==> config.mk <==
export PLATFORM = sky130hd
export DESIGN_NAME = register_file_sb
export DESIGN_NICKNAME = d
export VERILOG_FILES = /design/src/rtl/regfile_pkg.sv /design/src/rtl/regfile_scoreboard.sv /design/src/rtl/register_file_sb.sv
export SDC_FILE = /design/constraint.sdc
export NUM_CORES = 2
export LEC_CHECK = 0
export ABC_AREA = 1
export CELL_PAD_IN_SITES_DETAIL_PLACEMENT = 0
export CELL_PAD_IN_SITES_GLOBAL_PLACEMENT = 1
export CORE_MARGIN = 2
export CORE_UTILIZATION = 46
export DETAILED_ROUTE_END_ITERATION = 10
export PLACE_DENSITY_LB_ADDON = 0.1
export SETUP_SLACK_MARGIN = 0.3
export SLEW_MARGIN = 40
export SYNTH_ARGS = -nofsm -noshare
export SYNTH_HDL_FRONTEND = slang
export SYNTH_SLANG_ARGS = --single-unit
==> constraint.sdc <==
create_clock -name clk -period 5.75 [get_ports clk]
set_clock_uncertainty 0.15 [all_clocks]
set_input_delay 0.575 -clock clk [delete_from_list [all_inputs] [get_ports clk]]
set_output_delay 0.575 -clock clk [all_outputs]
set_load 0.01 [all_outputs]
==> src/rtl/regfile_pkg.sv <==
// Shared sizing helpers and core defaults for the register file.
package regfile_pkg;

  localparam int DATA_W_DEF = 64;
  localparam int DEPTH_DEF  = 16;

  function automatic int addrWidth(input int depth);
    int w;
    w = $clog2(depth);
    return (w < 1) ? 1 : w;
  endfunction

  function automatic int countWidth(input int depth);
    return $clog2(depth + 1);
  endfunction

endpackage

==> src/rtl/regfile_scoreboard.sv <==
// Busy-bit scoreboard: reserve at issue, clear at writeback.
module regfile_scoreboard
  import regfile_pkg::*;
#(
  parameter int DEPTH    = DEPTH_DEF,
  parameter int ZERO_REG = 0,
  parameter int ADDR_W   = addrWidth(DEPTH),
  parameter int COUNT_W  = countWidth(DEPTH)
) (
  input  logic               clk,
  input  logic               reset,
  input  logic               writeEnable,
  input  logic [ADDR_W-1:0]  writeAddr,
  input  logic               reserveEnable,
  input  logic [ADDR_W-1:0]  reserveAddr,
  output logic [DEPTH-1:0]   busy,
  output logic               reserveConflict,
  output logic [COUNT_W-1:0] busyCount
);

  function automatic logic legal(input logic [ADDR_W-1:0] a);
    return (32'(a) < DEPTH) && !((ZERO_REG != 0) && (a == '0));
  endfunction

  logic               wrLegal;
  logic               rsvLegal;
  logic [DEPTH-1:0]   busyNext;
  logic [COUNT_W-1:0] cntNext;

  assign wrLegal  = writeEnable && legal(writeAddr);
  assign rsvLegal = reserveEnable && legal(reserveAddr);

  // Reserve is applied last so a same-address reserve wins over the clear.
  always_comb begin
    busyNext = busy;
    if (wrLegal)
      busyNext[writeAddr] = 1'b0;
    if (rsvLegal)
      busyNext[reserveAddr] = 1'b1;
  end

  always_comb begin
    cntNext = '0;
    for (int i = 0; i < DEPTH; i++)
      cntNext = cntNext + COUNT_W'(busyNext[i]);
  end

  assign reserveConflict = rsvLegal && busy[reserveAddr];

  always_ff @(posedge clk) begin
    if (reset) begin
      busy      <= '0;
      busyCount <= '0;
    end else begin
      busy      <= busyNext;
      busyCount <= cntNext;
    end
  end

endmodule

==> src/rtl/register_file_sb.sv <==
// Multi-port register file with optional zero register, bypass and busy scoreboard.
module register_file_sb
  import regfile_pkg::*;
#(
  parameter int DATA_W   = DATA_W_DEF,
  parameter int DEPTH    = DEPTH_DEF,
  parameter int NUM_RD   = 2,
  parameter int ZERO_REG = 0,
  parameter int BYPASS   = 1,
  localparam int ADDR_W  = addrWidth(DEPTH),
  localparam int COUNT_W = countWidth(DEPTH)
) (
  input  logic                     clk,
  input  logic                     reset,
  input  logic                     writeEnable,
  input  logic [ADDR_W-1:0]        writeAddr,
  input  logic [DATA_W-1:0]        writeData,
  input  logic [NUM_RD*ADDR_W-1:0] readAddr,
  output logic [NUM_RD*DATA_W-1:0] readData,
  output logic [NUM_RD-1:0]        readBusy,
  input  logic                     reserveEnable,
  input  logic [ADDR_W-1:0]        reserveAddr,
  output logic                     reserveConflict,
  output logic [COUNT_W-1:0]       busyCount
);

  function automatic logic legal(input logic [ADDR_W-1:0] a);
    return (32'(a) < DEPTH) && !((ZERO_REG != 0) && (a == '0));
  endfunction

  logic [DATA_W-1:0] regs [DEPTH];
  logic [DEPTH-1:0]  busy;
  logic              wrLegal;

  assign wrLegal = writeEnable && legal(writeAddr);

  regfile_scoreboard #(
    .DEPTH    (DEPTH),
    .ZERO_REG (ZERO_REG),
    .ADDR_W   (ADDR_W),
    .COUNT_W  (COUNT_W)
  ) u_sb (
    .clk             (clk),
    .reset           (reset),
    .writeEnable     (writeEnable),
    .writeAddr       (writeAddr),
    .reserveEnable   (reserveEnable),
    .reserveAddr     (reserveAddr),
    .busy            (busy),
    .reserveConflict (reserveConflict),
    .busyCount       (busyCount)
  );

  always_ff @(posedge clk) begin
    if (reset) begin
      for (int i = 0; i < DEPTH; i++)
        regs[i] <= '0;
    end else if (wrLegal) begin
      regs[writeAddr] <= writeData;
    end
  end

  for (genvar p = 0; p < NUM_RD; p++) begin : g_rd
    logic [ADDR_W-1:0] ra;
    logic              ok;
    logic              hit;

    assign ra  = readAddr[p*ADDR_W +: ADDR_W];
    assign ok  = legal(ra);
    // Bypass only matches legal writes, so it never hits a dropped address.
    assign hit = (BYPASS != 0) && wrLegal && (writeAddr == ra);

    assign readData[p*DATA_W +: DATA_W] =
      !ok ? '0 : (hit ? writeData : regs[ra]);
    assign readBusy[p] = ok && !hit && busy[ra];
  end

endmodule
==> tab_implementation.tex <==
\begin{tabular}{lr}
\hline
Metric & Value \\
\hline
\multicolumn{2}{l}{\textbf{Pwr}} \\
\quad Lkg Pwr & 28.1 nW \\
\quad PnR Total Power & 19.7 mW \\
\quad Worst-case vdd ir drop & 0.000276 V \\
\quad Cell area power density & 297 nW/µm² \\
\multicolumn{2}{l}{\textbf{Clock tree}} \\
\quad Clock tree from TritonCTS & yes \\
\quad Worst-case clock buffer depth & 3 \\
\quad Clock transition at the register clock pins on the worst setup and hold paths after CTS & 0.06 ns \\
\quad Clock Sink Count & 1045 \\
\quad Count of buffers added by post-CTS timing repair for setup & 0 \\
\quad Number of CTS-inserted buffers & 118 \\
\quad Clock network latency to the later pin of the worst-skew pair & 0.74 ns \\
\quad H-tree depth & 3 \\
\quad Clock root buffer & sky130\_fd\_sc\_hd\_\_clkbuf\_16 \\
\quad Hold-fix buffers, CTS & 0 \\
\quad Number of gates resized after cts & 0 \\
\multicolumn{2}{l}{\textbf{STA}} \\
\quad Final Cycle Share & 83.4\% \\
\quad Min Tclk post-route & 4.80 ns \\
\quad Number of hold violations in the final report & 0 \\
\quad Rel. slew slack & 23.9\% \\
\quad Highest attainable clock frequency & 209 MHz \\
\quad RSZ-0062 raised after global routing & false \\
\quad Worst-margin pin slew & 1.14 ns \\
\quad \# setup viols final & 0 \\
\quad Final TNS setup & 0 ns \\
\quad Count of pins over their slew limit & 0 \\
\multicolumn{2}{l}{\textbf{Logic synthesis}} \\
\quad Dominant cells by area after synthesis & sky130\_fd\_sc\_hd\_\_edfxtp\_1 (52\%), sky130\_fd\_sc\_hd\_\_nand2\_1 (20\%), sky130\_fd\_sc\_hd\_\_nand3\_1 (13\%) \\
\quad Average footprint of a synthesized cell & 7.67 µm² \\
\quad Sequential cell area fraction in the yosys report & 52.9\% \\
\quad Count of warnings emitted by yosys & 0 \\
\quad Post-Syn Nets & 7785 \\
\quad Number of standard cells after synthesis & 7686 \\
\quad Number of synthesized flops with an enable pin & 1024 \\
\quad Ranking of synthesized cells by instance count & sky130\_fd\_sc\_hd\_\_nand2\_1 (3151), sky130\_fd\_sc\_hd\_\_nand3\_1 (1567), sky130\_fd\_sc\_hd\_\_nor2\_1 (1079) \\
\quad Synthesized area & 59000 µm² \\
\quad Flops \& latches, synth & 1045 \\
\quad Fraction of registers with async set or reset after synthesis & 0\% \\
\quad Primary flip-flop cell chosen by synthesis mapping & sky130\_fd\_sc\_hd\_\_edfxtp\_1 \\
\quad Count of cell types in the netlist & 31 \\
\quad Fraction of post-synthesis cell area in the top cell type by area & 52.1\% \\
\quad Most used standard cell by instance count after synthesis & sky130\_fd\_sc\_hd\_\_nand2\_1 \\
\quad Post-synth top area cell & sky130\_fd\_sc\_hd\_\_edfxtp\_1 \\
\multicolumn{2}{l}{\textbf{Setup path}} \\
\quad Internal reg-to-reg setup slack & 1.53 ns \\
\quad Sort of element at the end of the critical path & flop \\
\quad Delay contributed by the slowest stage of the critical path & 0.57 ns \\
\quad Cell with the most instances on the worst path & sky130\_fd\_sc\_hd\_\_fa\_1 \\
\quad Crit path kind & input pin to flop \\
\quad Reg-to-Reg Start & u\_sb.busy[8] \\
\quad Data arrival at the endpoint of the critical path & 5.31 ns \\
\quad Top fanout value on the critical path & 5 \\
\quad Reg2reg path depth & 12 \\
\quad Worst setup SP type & input pin \\
\quad List of cells traversed by the critical path & clkdlybuf4s50\_1 -> buf\_4 -> inv\_1 -> nand2\_1 -> inv\_1 -> nand2\_1 -> a32oi\_1 -> fa\_1 -> fa\_1 -> fa\_1 -> fa\_1 -> fa\_1 -> fa\_1 -> inv\_1 -> o21ai\_0 -> a21oi\_1 \\
\quad Crit path required time & 6.26 ns \\
\quad Critical-path cell with the highest stage delay & sky130\_fd\_sc\_hd\_\_fa\_1 \\
\quad Endpoint of the most critical register-to-register path & u\_sb.busyCount[2] \\
\multicolumn{2}{l}{\textbf{Hold path}} \\
\quad Min-Delay Path Depth & 2 \\
\quad Capture endpoint of the worst hold path & u\_sb.busy[1] \\
\quad Class of the tightest hold or removal check & flop to flop \\
\quad Start point of the worst hold path & u\_sb.busy[1] \\
\multicolumn{2}{l}{\textbf{Global routing}} \\
\quad Total global routing track utilization & 36.2\% \\
\quad Initial antenna violation count & 5 \\
\quad Remaining global-route overflow & 0 \\
\quad Pin count of the biggest net entering global routing & 163 \\
\quad Via count of the first global-routing pass & 52800 \\
\quad Wire length of the first global-routing pass & 351000 µm \\
\multicolumn{2}{l}{\textbf{Finish}} \\
\quad Share of layout cells above drive strength 1 & 4.78\% \\
\quad Fin util & 52.0\% \\
\quad Number of cells in the finished layout apart from fillers & 9286 \\
\quad Layout Nets & 7625 \\
\quad Synthesis-to-layout area growth & 12.3\% \\
\multicolumn{2}{l}{\textbf{Detailed routing}} \\
\quad Number of design rule violations left after detail routing & 0 \\
\quad Mean number of vias per cell & 5.99 \\
\quad Total number of vias & 55600 \\
\quad WL final & 242000 µm \\
\quad Post-route ant nets & 0 \\
\quad Detailed-routing iteration count for the pre-antenna-repair pass & 7 \\
\quad Drt first-iter violations & 7586 \\
\quad Routed wirelength normalized by instance count & 26.0 µm \\
\multicolumn{2}{l}{\textbf{Floorplan}} \\
\quad I/O pin total & 220 \\
\quad Die height & 362 µm \\
\quad Standard-cell rows & 131 \\
\quad Initial standard-cell utilization of the core & 46.3\% \\
\quad Die extent in x & 362 µm \\
\quad DIE AREA & 131000 µm² \\
\quad Standard cell core area & 127000 µm² \\
\multicolumn{2}{l}{\textbf{Place}} \\
\quad Routability congestion estimate from global placement & 0.862 \\
\quad Estimated wirelength of the detail-placed design & 123000 µm \\
\quad Input/output buffers & 219 \\
\quad Placed cell count & 9063 \\
\multicolumn{2}{l}{\textbf{Job}} \\
\quad Number of violations of the max-capacitance limit & 0 \\
\multicolumn{2}{l}{\textbf{Status}} \\
\quad Result of the run & completed \\
\hline
\end{tabular}
## metal layers
metal  track usage [%]  up-vias  part of all wire (%)
met5                 0        -                0.0050
met2              58.4     3500                    46
met4              15.5        2                   4.6
met1              48.3    26600                    39
met3              5.78      642                    11
li1                  -    24900                     -
## final cells by class
class | instances | area (µm²)
inverters | 130 | 541
flip-flops and latches | 1045 | 31200
clock inverters | 68 | 618
repair buffers | 360 | 4010
diodes | 1 | 2.50
multi-input cells | 5871 | 24600
fillers | 12100 | 61100
well taps | 1662 | 2080
clock buffers | 149 | 3190
## cell families (layout without fill, tap and decap cells)
group	Yosys count	after routing	share of synthesized area, %
AND/OR/NAND/NOR	5807	5807	40.4
flip-flops	1045	1045	52.9
buffers and inverters	770	707	5.85
AO/OA/AOI/OAI	47	47	0.465
adder cells (fa/ha/maj)	15	15	0.446
XOR/XNOR	2	2	0.0297
other	0	1	0
## worst max path at each step
| stage | from | end | slack (ns) | cells after the start |
|---|---|---|---|---|
| 2_1_floorplan | reserveAddr[0] | u_sb.busyCount[2] | 1.11 | 16 |
| 3_3_place_gp | writeAddr[0] | u_sb.busyCount[2] | 0.25 | 16 |
| 3_5_place_dp | writeAddr[0] | u_sb.busyCount[2] | 0.27 | 16 |
| 4_1_cts | writeAddr[0] | u_sb.busyCount[2] | 0.98 | 16 |
| 5_1_grt | writeAddr[1] | u_sb.busyCount[4] | 0.74 | 15 |
| 6_report | writeAddr[0] | u_sb.busyCount[2] | 0.95 | 16 |
## report_power, final
part           internal (mW)  switching, mW  leakage, nW
Combinational          0.933           2.09         16.3
Clock                   4.39           3.25         1.87
Sequential              8.81          0.218         9.95
## stage by stage
step	setup slack [ns]	hold slack (ns)	area (µm²)
floorplan	1.11	0.324	59000
global placement	0.254	0.408	62200
detailed placement	0.268	0.388	62300
CTS	0.978	0.398	66100
global route	0.739	0.439	66200
finish	0.954	0.390	66200
## critical path, delay by kind of cell
| family | cells | cell delay (ns) |
|---|---|---|
| AOI/OAI and AO/OA | 3 | 0.53 |
| adders and majority gates | 6 | 2.89 |
| buffers and inverters | 5 | 1.05 |
| and+or+nand+nor | 2 | 0.25 |
## placed cells by master, fill, tap and decap left out, types with 2 or more instances in the layout
cell / netlist / routed
sky130_fd_sc_hd__a31oi_1: 8 / 8
sky130_fd_sc_hd__buf_12: 0 / 53
sky130_fd_sc_hd__clkbuf_16: 0 / 121
sky130_fd_sc_hd__inv_6: 0 / 5
sky130_fd_sc_hd__clkdlybuf4s50_1: 0 / 211
sky130_fd_sc_hd__buf_16: 0 / 2
sky130_fd_sc_hd__nor2_1: 1079 / 1079
sky130_fd_sc_hd__nor3_1: 3 / 3
sky130_fd_sc_hd__clkinv_2: 0 / 22
sky130_fd_sc_hd__buf_4: 22 / 79
sky130_fd_sc_hd__clkinv_1: 0 / 27
sky130_fd_sc_hd__inv_1: 122 / 119
sky130_fd_sc_hd__clkinvlp_4: 0 / 4
sky130_fd_sc_hd__nand2_1: 3151 / 3125
sky130_fd_sc_hd__o21ai_0: 9 / 9
sky130_fd_sc_hd__ha_1: 5 / 5
sky130_fd_sc_hd__buf_6: 1 / 11
sky130_fd_sc_hd__edfxtp_1: 1024 / 1024
sky130_fd_sc_hd__o211ai_1: 6 / 6
sky130_fd_sc_hd__nand3_1: 1567 / 1564
sky130_fd_sc_hd__inv_4: 0 / 3
sky130_fd_sc_hd__inv_8: 0 / 4
sky130_fd_sc_hd__o22ai_1: 2 / 2
sky130_fd_sc_hd__clkbuf_4: 0 / 3
sky130_fd_sc_hd__bufinv_16: 0 / 11
sky130_fd_sc_hd__buf_8: 0 / 4
sky130_fd_sc_hd__a22oi_1: 2 / 2
sky130_fd_sc_hd__a21oi_1: 18 / 18
sky130_fd_sc_hd__nand2_4: 0 / 25
sky130_fd_sc_hd__fa_1: 10 / 10
sky130_fd_sc_hd__clkbuf_1: 200 / 20
sky130_fd_sc_hd__dfxtp_1: 21 / 21
sky130_fd_sc_hd__nand3_4: 0 / 6
sky130_fd_sc_hd__clkbuf_8: 0 / 5
## state kept, by name, indices dropped and copies added (netlist names)
register / count
u_sb.busyCount: 5
regs: 1024
u_sb.busy: 16
Power figures use the tool's default switching activity.
